## config.mk

```make
export PLATFORM = sky130hd
export DESIGN_NAME = regfile_write_arbiter
export DESIGN_NICKNAME = d
export VERILOG_FILES = /design/src/rtl/rf_ctrl_pkg.sv /design/src/rtl/reg_scoreboard.sv /design/src/rtl/regfile_write_arbiter.sv
export SDC_FILE = /design/constraint.sdc
export NUM_CORES = 1
export LEC_CHECK = 0
export CAP_MARGIN = 20
export CORE_MARGIN = 2
export CORE_UTILIZATION = 52
export DETAILED_ROUTE_END_ITERATION = 12
export PLACE_DENSITY = 0.83
export SYNTH_ARGS = -nofsm -noshare
export SYNTH_HDL_FRONTEND = slang
export SYNTH_SLANG_ARGS = --single-unit
```

## constraint.sdc

```tcl
create_clock -name clk -period 8.12 [get_ports clk]
set_input_delay 2.436 -clock clk [delete_from_list [all_inputs] [get_ports clk]]
set_output_delay 2.436 -clock clk [all_outputs]
set_load 0.005 [all_outputs]
```

## src/rtl/rf_ctrl_pkg.sv

```systemverilog
// Shared types for the register-file write path.
//   XLEN / REG_AW / NUM_REGS : datapath and register-index sizing
//   reg_idx_t                : architectural register index
//   rf_wr_t                  : one register-file write (enable, address, data),
//                              same shape as the pipeline writeback stage uses
package rf_ctrl_pkg;
  localparam int XLEN     = 32;
  localparam int REG_AW   = 5;
  localparam int NUM_REGS = 32;

  typedef logic [REG_AW-1:0] reg_idx_t;

  typedef struct packed {
    logic            we;
    reg_idx_t        rd;
    logic [XLEN-1:0] wdata;
  } rf_wr_t;
endpackage

```

## src/rtl/reg_scoreboard.sv

```systemverilog
// Busy scoreboard for outstanding mul/div destinations.
//   clk, rst              : clock, async active-high reset
//   set_en / set_idx      : mul/div issue (marks destination busy, counts up)
//   clr_en / clr_idx      : buffered result commit (clears busy, counts down)
//   query_valid/query_md  : decode holds an instruction / it targets mul/div
//   rs1, rs2, rd          : decode indices checked against the busy vector
//   stall                 : decode hazard (RAW/WAW or issue limit reached)
//   pending               : outstanding mul/div count
module reg_scoreboard
  import rf_ctrl_pkg::*;
#(
  parameter int MAX_PENDING = 4
) (
  input  logic              clk,
  input  logic              rst,
  input  logic              set_en,
  input  reg_idx_t          set_idx,
  input  logic              clr_en,
  input  reg_idx_t          clr_idx,
  input  logic              query_valid,
  input  logic              query_md,
  input  reg_idx_t          rs1,
  input  reg_idx_t          rs2,
  input  reg_idx_t          rd,
  output logic              stall,
  output logic [REG_AW-1:0] pending
);
  logic [NUM_REGS-1:0] busy, busy_nxt;
  logic                dec_ok;

  // Clear first so a same-index set in the same cycle wins; x0 never busy.
  always_comb begin
    busy_nxt = busy;
    if (clr_en) busy_nxt[clr_idx] = 1'b0;
    if (set_en) busy_nxt[set_idx] = 1'b1;
    busy_nxt[0] = 1'b0;
  end

  always_ff @(posedge clk or posedge rst) begin
    if (rst) busy <= '0;
    else     busy <= busy_nxt;
  end

  // A commit with nothing outstanding is a stray result; ignore its decrement.
  assign dec_ok = clr_en & (pending != '0);

  always_ff @(posedge clk or posedge rst) begin
    if (rst)                    pending <= '0;
    else if (set_en && !dec_ok) pending <= pending + REG_AW'(1);
    else if (!set_en && dec_ok) pending <= pending - REG_AW'(1);
  end

  assign stall = query_valid & (busy[rs1] | busy[rs2] | busy[rd] |
                 (query_md & (pending == REG_AW'(MAX_PENDING))));
endmodule

```

## src/rtl/regfile_write_arbiter.sv

```systemverilog
// Arbiter for the single register-file write port, shared by pipeline
// writeback (priority) and the mul/div unit (through a one-entry skid buffer).
//   clk, rst                       : clock, async active-high reset
//   dec_*                          : decode instruction; dec_stall holds it
//   wb_valid/wb_rd/wb_data         : pipeline writeback request
//   wb_hold                        : pipeline must bubble next cycle
//   md_valid/md_rd/md_data/md_ready: mul/div result handshake
//   rf_we/rf_rd/rf_wdata           : register-file write port
//   md_pending                     : outstanding mul/div count
module regfile_write_arbiter
  import rf_ctrl_pkg::*;
#(
  parameter int STARVE_LIMIT = 4,
  parameter int MAX_PENDING  = 4
) (
  input  logic        clk,
  input  logic        rst,
  input  logic        dec_valid,
  input  logic [4:0]  dec_rs1,
  input  logic [4:0]  dec_rs2,
  input  logic [4:0]  dec_rd,
  input  logic        dec_is_md,
  output logic        dec_stall,
  input  logic        wb_valid,
  input  logic [4:0]  wb_rd,
  input  logic [31:0] wb_data,
  output logic        wb_hold,
  input  logic        md_valid,
  input  logic [4:0]  md_rd,
  input  logic [31:0] md_data,
  output logic        md_ready,
  output logic        rf_we,
  output logic [4:0]  rf_rd,
  output logic [31:0] rf_wdata,
  output logic [4:0]  md_pending
);
  localparam int CW = (STARVE_LIMIT > 1) ? $clog2(STARVE_LIMIT) : 1;
  localparam logic [CW-1:0] CNT_MAX = CW'(STARVE_LIMIT - 1);

  logic            buf_valid;
  reg_idx_t        buf_rd;
  logic [XLEN-1:0] buf_data;
  logic [CW-1:0]   wait_cnt;
  logic            drain, ready_int, load, issue, stall_int, hold_int;
  rf_wr_t          wr;

  // The buffer only gets the port when the pipeline leaves it idle.
  assign drain     = buf_valid & ~wb_valid;
  assign ready_int = ~buf_valid | drain;
  assign load      = md_valid & ready_int;
  assign issue     = dec_valid & dec_is_md & ~stall_int;

  reg_scoreboard #(.MAX_PENDING(MAX_PENDING)) u_sb (
    .clk        (clk),
    .rst        (rst),
    .set_en     (issue),
    .set_idx    (dec_rd),
    .clr_en     (drain),
    .clr_idx    (buf_rd),
    .query_valid(dec_valid),
    .query_md   (dec_is_md),
    .rs1        (dec_rs1),
    .rs2        (dec_rs2),
    .rd         (dec_rd),
    .stall      (stall_int),
    .pending    (md_pending)
  );

  always_comb begin
    wr = '0;
    if (wb_valid) begin
      wr.we    = (wb_rd != '0);
      wr.rd    = wb_rd;
      wr.wdata = wb_data;
    end else if (buf_valid) begin
      wr.we    = (buf_rd != '0);
      wr.rd    = buf_rd;
      wr.wdata = buf_data;
    end
  end

  always_ff @(posedge clk or posedge rst) begin
    if (rst) begin
      buf_valid <= 1'b0;
      buf_rd    <= '0;
      buf_data  <= '0;
    end else if (load) begin
      buf_valid <= 1'b1;
      buf_rd    <= md_rd;
      buf_data  <= md_data;
    end else if (drain) begin
      buf_valid <= 1'b0;
    end
  end

  // Saturating at the limit keeps wb_hold up if the pipeline ignores it.
  always_ff @(posedge clk or posedge rst) begin
    if (rst)                                 wait_cnt <= '0;
    else if (!buf_valid || drain)            wait_cnt <= '0;
    else if (wb_valid && wait_cnt != CNT_MAX) wait_cnt <= wait_cnt + CW'(1);
  end

  assign hold_int = buf_valid & wb_valid & (wait_cnt == CNT_MAX);

  assign dec_stall = ~rst & stall_int;
  assign wb_hold   = ~rst & hold_int;
  assign md_ready  = ~rst & ready_int;
  assign rf_we     = ~rst & wr.we;
  assign rf_rd     = rst ? '0 : wr.rd;
  assign rf_wdata  = rst ? '0 : wr.wdata;
endmodule

```

* Yosys cells after proc, flatten, opt, wreduce, memory -nomap -nowiden
Index checks and enable logic that the tools add are counted.
Word-level totals: register bits after elaboration 76, input port bits 95
Operators by class: add/sub/neg operators 3, order comparisons 6, equal/unequal tests 3, mux-type cells 22, bitwise logic cells 24, reductions and logical operators 15
Operators by type and width (count):
- $mux W32 | 3
- $mux W38 | 2
- $and A32 B32 Y32 | 1
- $not A32 Y32 | 1
- $or A32 B32 Y32 | 1
- $lt A5 B6 Y1 const B | 4
- $bmux W1 S5 | 3
- $mux W5 | 3
- $reduce_bool A5 Y1 | 3
- $and A1 B1 Y1 | 13
- $demux W1 S5 | 2
- $ge A5 B1 Y1 const B | 2
- $mux W1 | 7
- $reduce_bool A2 Y1 | 3
- $add A5 B1 Y5 const B | 1
- $eq A5 B3 Y1 const B | 1
- $logic_and A1 B1 Y1 | 5
- $sub A5 B1 Y5 const B | 1
- $mux W2 | 2
- $not A1 Y1 | 4
- $or A1 B1 Y1 | 4
- $logic_not A1 Y1 | 3
- $add A2 B1 Y2 const B | 1
- $eq A2 B2 Y1 const B | 1
- 2 further kinds | 2

* Longest topological paths before layout
depth in word-level cells 12, mapped depth 17, gate-level depth less buffers 14

* Modules after synthesis
From an unflattened synthesis, not the netlist that was laid out.
Second synthesis, totals: cells, all modules 438, area total of the unflattened synthesis 4677.0 um^2
By module, submodules not included:
- reg_scoreboard | times used 1, cells each 227, area each 2448.6 um^2, sequential area each 900.9 um^2
- regfile_write_arbiter | times used 1, cells each 211, area each 2228.4 um^2, sequential area each 1001.0 um^2

* Least setup slack after synthesis
Ideal clock, no wire load.
kind input port to output port, from input rst, to output dec_stall, arrival time 4553 ps, required time 5684 ps, path slack 1131 ps, stages on the path 3, path buffers 1, cells stage by stage clkbuf_1 > inv_1 > o311a_1
On the way: longest elaborated chain between the ends 2
Ends and longest elaborated chain:
- from (decl) | RTL line regfile_write_arbiter.sv:17 | input logic rst,
- $not A1 Y1 | RTL line regfile_write_arbiter.sv:105 | assign dec_stall = ~rst & stall_int;
- $and A1 B1 Y1 | RTL line regfile_write_arbiter.sv:105
- to (decl) | RTL line regfile_write_arbiter.sv:23 | output logic dec_stall,
Every way passes these cells.

* Worst setup path in the final report
from input dec_rd[1], to output dec_stall
On the way: longest elaborated chain between the ends 6
Ends and longest elaborated chain:
- from (decl) | RTL line regfile_write_arbiter.sv:21 | input logic [4:0] dec_rd,
- $bmux W1 S5 | RTL line reg_scoreboard.sv:53 | assign stall = query_valid & (busy[rs1] | busy[rs2] | busy[rd] |
- $mux W1 (not written as such) | RTL line reg_scoreboard.sv:53
- $or A1 B1 Y1 (2 in series) | RTL line reg_scoreboard.sv:53
- $and A1 B1 Y1 | RTL line reg_scoreboard.sv:53
- $and A1 B1 Y1 | RTL line regfile_write_arbiter.sv:105
Every way passes these cells. The select of a mux whose other input is x is not followed.

==> flow_metrics.env <==
export IMPL_ys_warn_count=0
export IMPL_critPathRequiredTime_ps=5680
export IMPL_dp_cells=723
export IMPL_critical_path_reg2reg_startpoint="u_sb.busy[26]"
export IMPL_ys_dominant_reg_cell="dfrtp_1"
export IMPL_route_detailed_wl_per_inst_um=20.3
export IMPL_yosysUniqueCellTypes=58
export IMPL_crit_type="input pin to output pin"
export IMPL_route_final_wire_length_um=15000
export IMPL_routed_top_layer="met4"
export IMPL_synth_seq_cells=76
export IMPL_detailedRoute_firstPassIterationCount=5
export IMPL_fillers=707
export IMPL_power_switching_fraction_pct=32.2
export IMPL_ys_async_sr_fraction_pct=100
export IMPL_via_count_of_the_first_global_routing_pass=4713
export IMPL_crit_reg2reg_capture="u_sb.pending[4]"
export IMPL_clockBufferDepth=2
export IMPL_dr_drc_count=0
export IMPL_finalNonFillerCells=739
export IMPL_synth_largest_area_cell="dfrtp_1"
export IMPL_grt_max_degree=77
export IMPL_crit_path_start_kind="input pin"
export IMPL_critical_path_arrival_ps=5310
export IMPL_grt_antenna_before_repair=0
export IMPL_drt_first_iter_violations=311
export IMPL_ir_worst_vdd_uv=113
export IMPL_die_x_um=101
export IMPL_die_area_um2=10200
export IMPL_combinational_share_of_power_pct=31.7
export IMPL_hold_wc_path_type="register to register"
export IMPL_yosysTopAreaCellShare_pct=38.9
export IMPL_tritoncts="built"
export IMPL_synth_cells_most_frequent="dfrtp_1, nor2_1, mux2_2"
export IMPL_cpMaxStageDelayCell="clkdlybuf4s50_1"
export IMPL_final_min_clock_period_ps=7750
export IMPL_reg2reg_depth=15
export IMPL_coreArea_um2=9200
export IMPL_setup_repair_after_global_routing_missed_its_margin="no"
export IMPL_postCtsSetupRepairBufs=0
export IMPL_syn_inst=503
export IMPL_critical_path_launch_point="dec_rd[1]"
export IMPL_buffers_added_on_ports=140
export IMPL_worstPathBufferInverterCount=2
export IMPL_syn_avg_cell_area_um2=9.71
export IMPL_multi_input_gate_area_um2=2760
export IMPL_timing_critical_path_depth=8
export IMPL_power_switching_uw=414
export IMPL_intPower_uw=872
export IMPL_dp_hpwl_um=11000
export IMPL_critical_path_peak_fanout=16
export IMPL_worst_clock_skew_ps=11.4
export IMPL_top_achievable_clock_speed_mhz=129
export IMPL_critical_path_endpoint="dec_stall"
export IMPL_slowest_delay_ps=880
export IMPL_initial_core_utilization_pct=53.1
export IMPL_cts_sinks=76
export IMPL_cts_hold_buffers=0
export IMPL_regToRegSetupSlack_ps=4180
export IMPL_timing_critical_path_cells="clkdlybuf4s50_1 -> mux2_4 -> and3_1 -> nor4_1 -> and3_4 -> nand3_4 -> o311a_1 -> clkdlybuf4s50_1"
export IMPL_syn_area_um2=4880
export IMPL_cts_resized=0
export IMPL_synth_edf_count=0
export IMPL_pwr_share_seq_pct=42.3
export IMPL_leakage_nw=2.62
export IMPL_layout_worst_path_cycle_share_pct=95.4
export IMPL_final_hold_viol_count=0
export IMPL_layout_area_overhead_vs_synth_pct=33.7
export IMPL_layout_drive_gt1_share_pct=15.1
export IMPL_synth_fp_nets=604
export IMPL_seq_area_um2=1900
export IMPL_relSlewSlack_pct=35.0
export IMPL_critical_path_top_delay_family="buffers and inverters"
export IMPL_drv_cap=0
export IMPL_floorplan_die_height_um=101
export IMPL_route_detailed_vias_per_inst=6.33
export IMPL_setup_tns_final_ps=0
export IMPL_final_nets=724
export IMPL_wl_met3_um=1490
export IMPL_maxSlewViolCount=0
export IMPL_grt_remaining_overflow=0
export IMPL_path_common_cell="clkdlybuf4s50_1"
export IMPL_core_rowCount=35
export IMPL_clockPowerShare_pct=26.0
export IMPL_synth_most_common_cell="dfrtp_1"
export IMPL_grt_usage_pct=30.4
export IMPL_worst_slew_pin_transition_ps=972
export IMPL_grt_pass1_wl_um=24000
export IMPL_number_of_buffers_created_by_cts=9
export IMPL_synth_top_cells_by_area="dfrtp_1, mux2_2, a22oi_1, o21ai_0, nor2_1"
export IMPL_routed_via_count=4676
export IMPL_cts_htree_levels=3
export IMPL_number_of_instances_on_the_worst_hold_path=1
export IMPL_synth_yosys_seq_area_share_pct=38.9
export IMPL_timing_critical_path_to_type="output pin"
export IMPL_routabilityCongestion=0.959
export IMPL_antenna_cells=0
export IMPL_clockRootBuffer="clkbuf_8"
export IMPL_ant_nets=0
export IMPL_p_per_area_nw_per_um2=197
export IMPL_floorplan_io_pins=141
export IMPL_final_setup_viol_count=0
export IMPL_outcome="completed"
export IMPL_clock_insertion_delay_worst_skew_ps=360
export IMPL_cts_clk_slew_worst_paths_ps=80
export IMPL_routed_wl_met2_um=7290
export IMPL_m1WireLength_um=5770
export IMPL_hold_path_startpoint="u_sb.pending[4]"
## how the worst min path moves through the flow
| stage | end | slack (ps) |
|---|---|---|
| 6_report | u_sb.pending[4] | 490 |
| 4_1_cts | u_sb.pending[4] | 490 |
| 3_3_place_gp | u_sb.pending[4] | 480 |
| 2_1_floorplan | u_sb.pending[4] | 480 |
| 3_5_place_dp | u_sb.pending[4] | 470 |
| 5_1_grt | u_sb.pending[4] | 510 |
## kinds of logic after synthesis
logic type	count (synthesis)	share of synthesized area (%)
DFF	76	38.9
AOI/OAI and AO/OA	135	18.4
and+or+nand+nor	160	17.4
muxes	73	17.9
adders and majority gates	6	1.69
buffers and inverters	47	4.66
xor gates and xnor gates	6	1.08
## power by group through the flow
| stage | sequential, mW | combinational [mW] | clock, mW |
|---|---|---|---|
| after global routing | 0.551 | 0.451 | 0.356 |
| after CTS | 0.539 | 0.407 | 0.340 |
| final | 0.544 | 0.408 | 0.335 |
| after floorplan | 0.505 | 0.264 | 0 |
| after global placement | 0.542 | 0.389 | 0 |
| after detailed placement | 0.545 | 0.404 | 0 |
## cell usage in the layout (no fill, tap or decap), drive strengths merged, types with 3 or more instances in the layout
| cell | Yosys | final |
|---|---|---|
| a211oi | 4 | 4 |
| a21oi | 9 | 9 |
| a22oi | 37 | 37 |
| a311oi | 3 | 3 |
| and3 | 6 | 6 |
| buf | 13 | 10 |
| clkbuf | 28 | 11 |
| clkdlybuf4s50 | 0 | 140 |
| dfrtp | 76 | 76 |
| ha | 5 | 5 |
| inv | 6 | 7 |
| mux2 | 52 | 52 |
| mux2i | 16 | 16 |
| mux4 | 5 | 5 |
| nand2 | 15 | 15 |
| nand2b | 8 | 8 |
| nand3 | 33 | 33 |
| nand3b | 6 | 6 |
| nor2 | 53 | 53 |
| nor2b | 12 | 12 |
| nor3b | 5 | 5 |
| nor4 | 5 | 5 |
| o21ai | 61 | 61 |
| o41ai | 7 | 7 |
| or4 | 3 | 3 |
| xnor2 | 3 | 3 |
| xor2 | 3 | 3 |
## per-stage QoR
stage	hold slack (ps)	utilization, %	power [mW]	setup slack (ps)	cell area (um^2)
CTS	492	71.0	1.29	391	6530
detailed placement	474	68.5	0.949	398	6300
finish	490	71.0	1.29	372	6530
global placement	477	68.5	0.931	409	6300
global route	510	71.0	1.36	263	6530
floorplan	477	-	0.770	1130	4880
## flip-flops by register name (all words and copies together) (netlist names)
signal and flops:
u_sb.busy 31, buf_rd 5, u_sb.pending 5, buf_valid 1, buf_data 32, wait_cnt 2
## per-layer routing
metal / track usage (%) / vias up
met1: 37.8 / 2217
li1: - / 2122
met5: 0 / -
met4: 12.3 / 0
met3: 9.22 / 55
met2: 49.5 / 282
## final cells by class
class | instances | area share, %
Multi-Input combinational cell | 380 | 42.2
Clock inverter | 5 | 1.26
Timing Repair Buffer | 150 | 22.6
Clock buffer | 11 | 2.32
Sequential cell | 76 | 29.1
Tap cell | 111 | 2.13
Inverter | 6 | 0.345
Power figures use the tool's default switching activity.
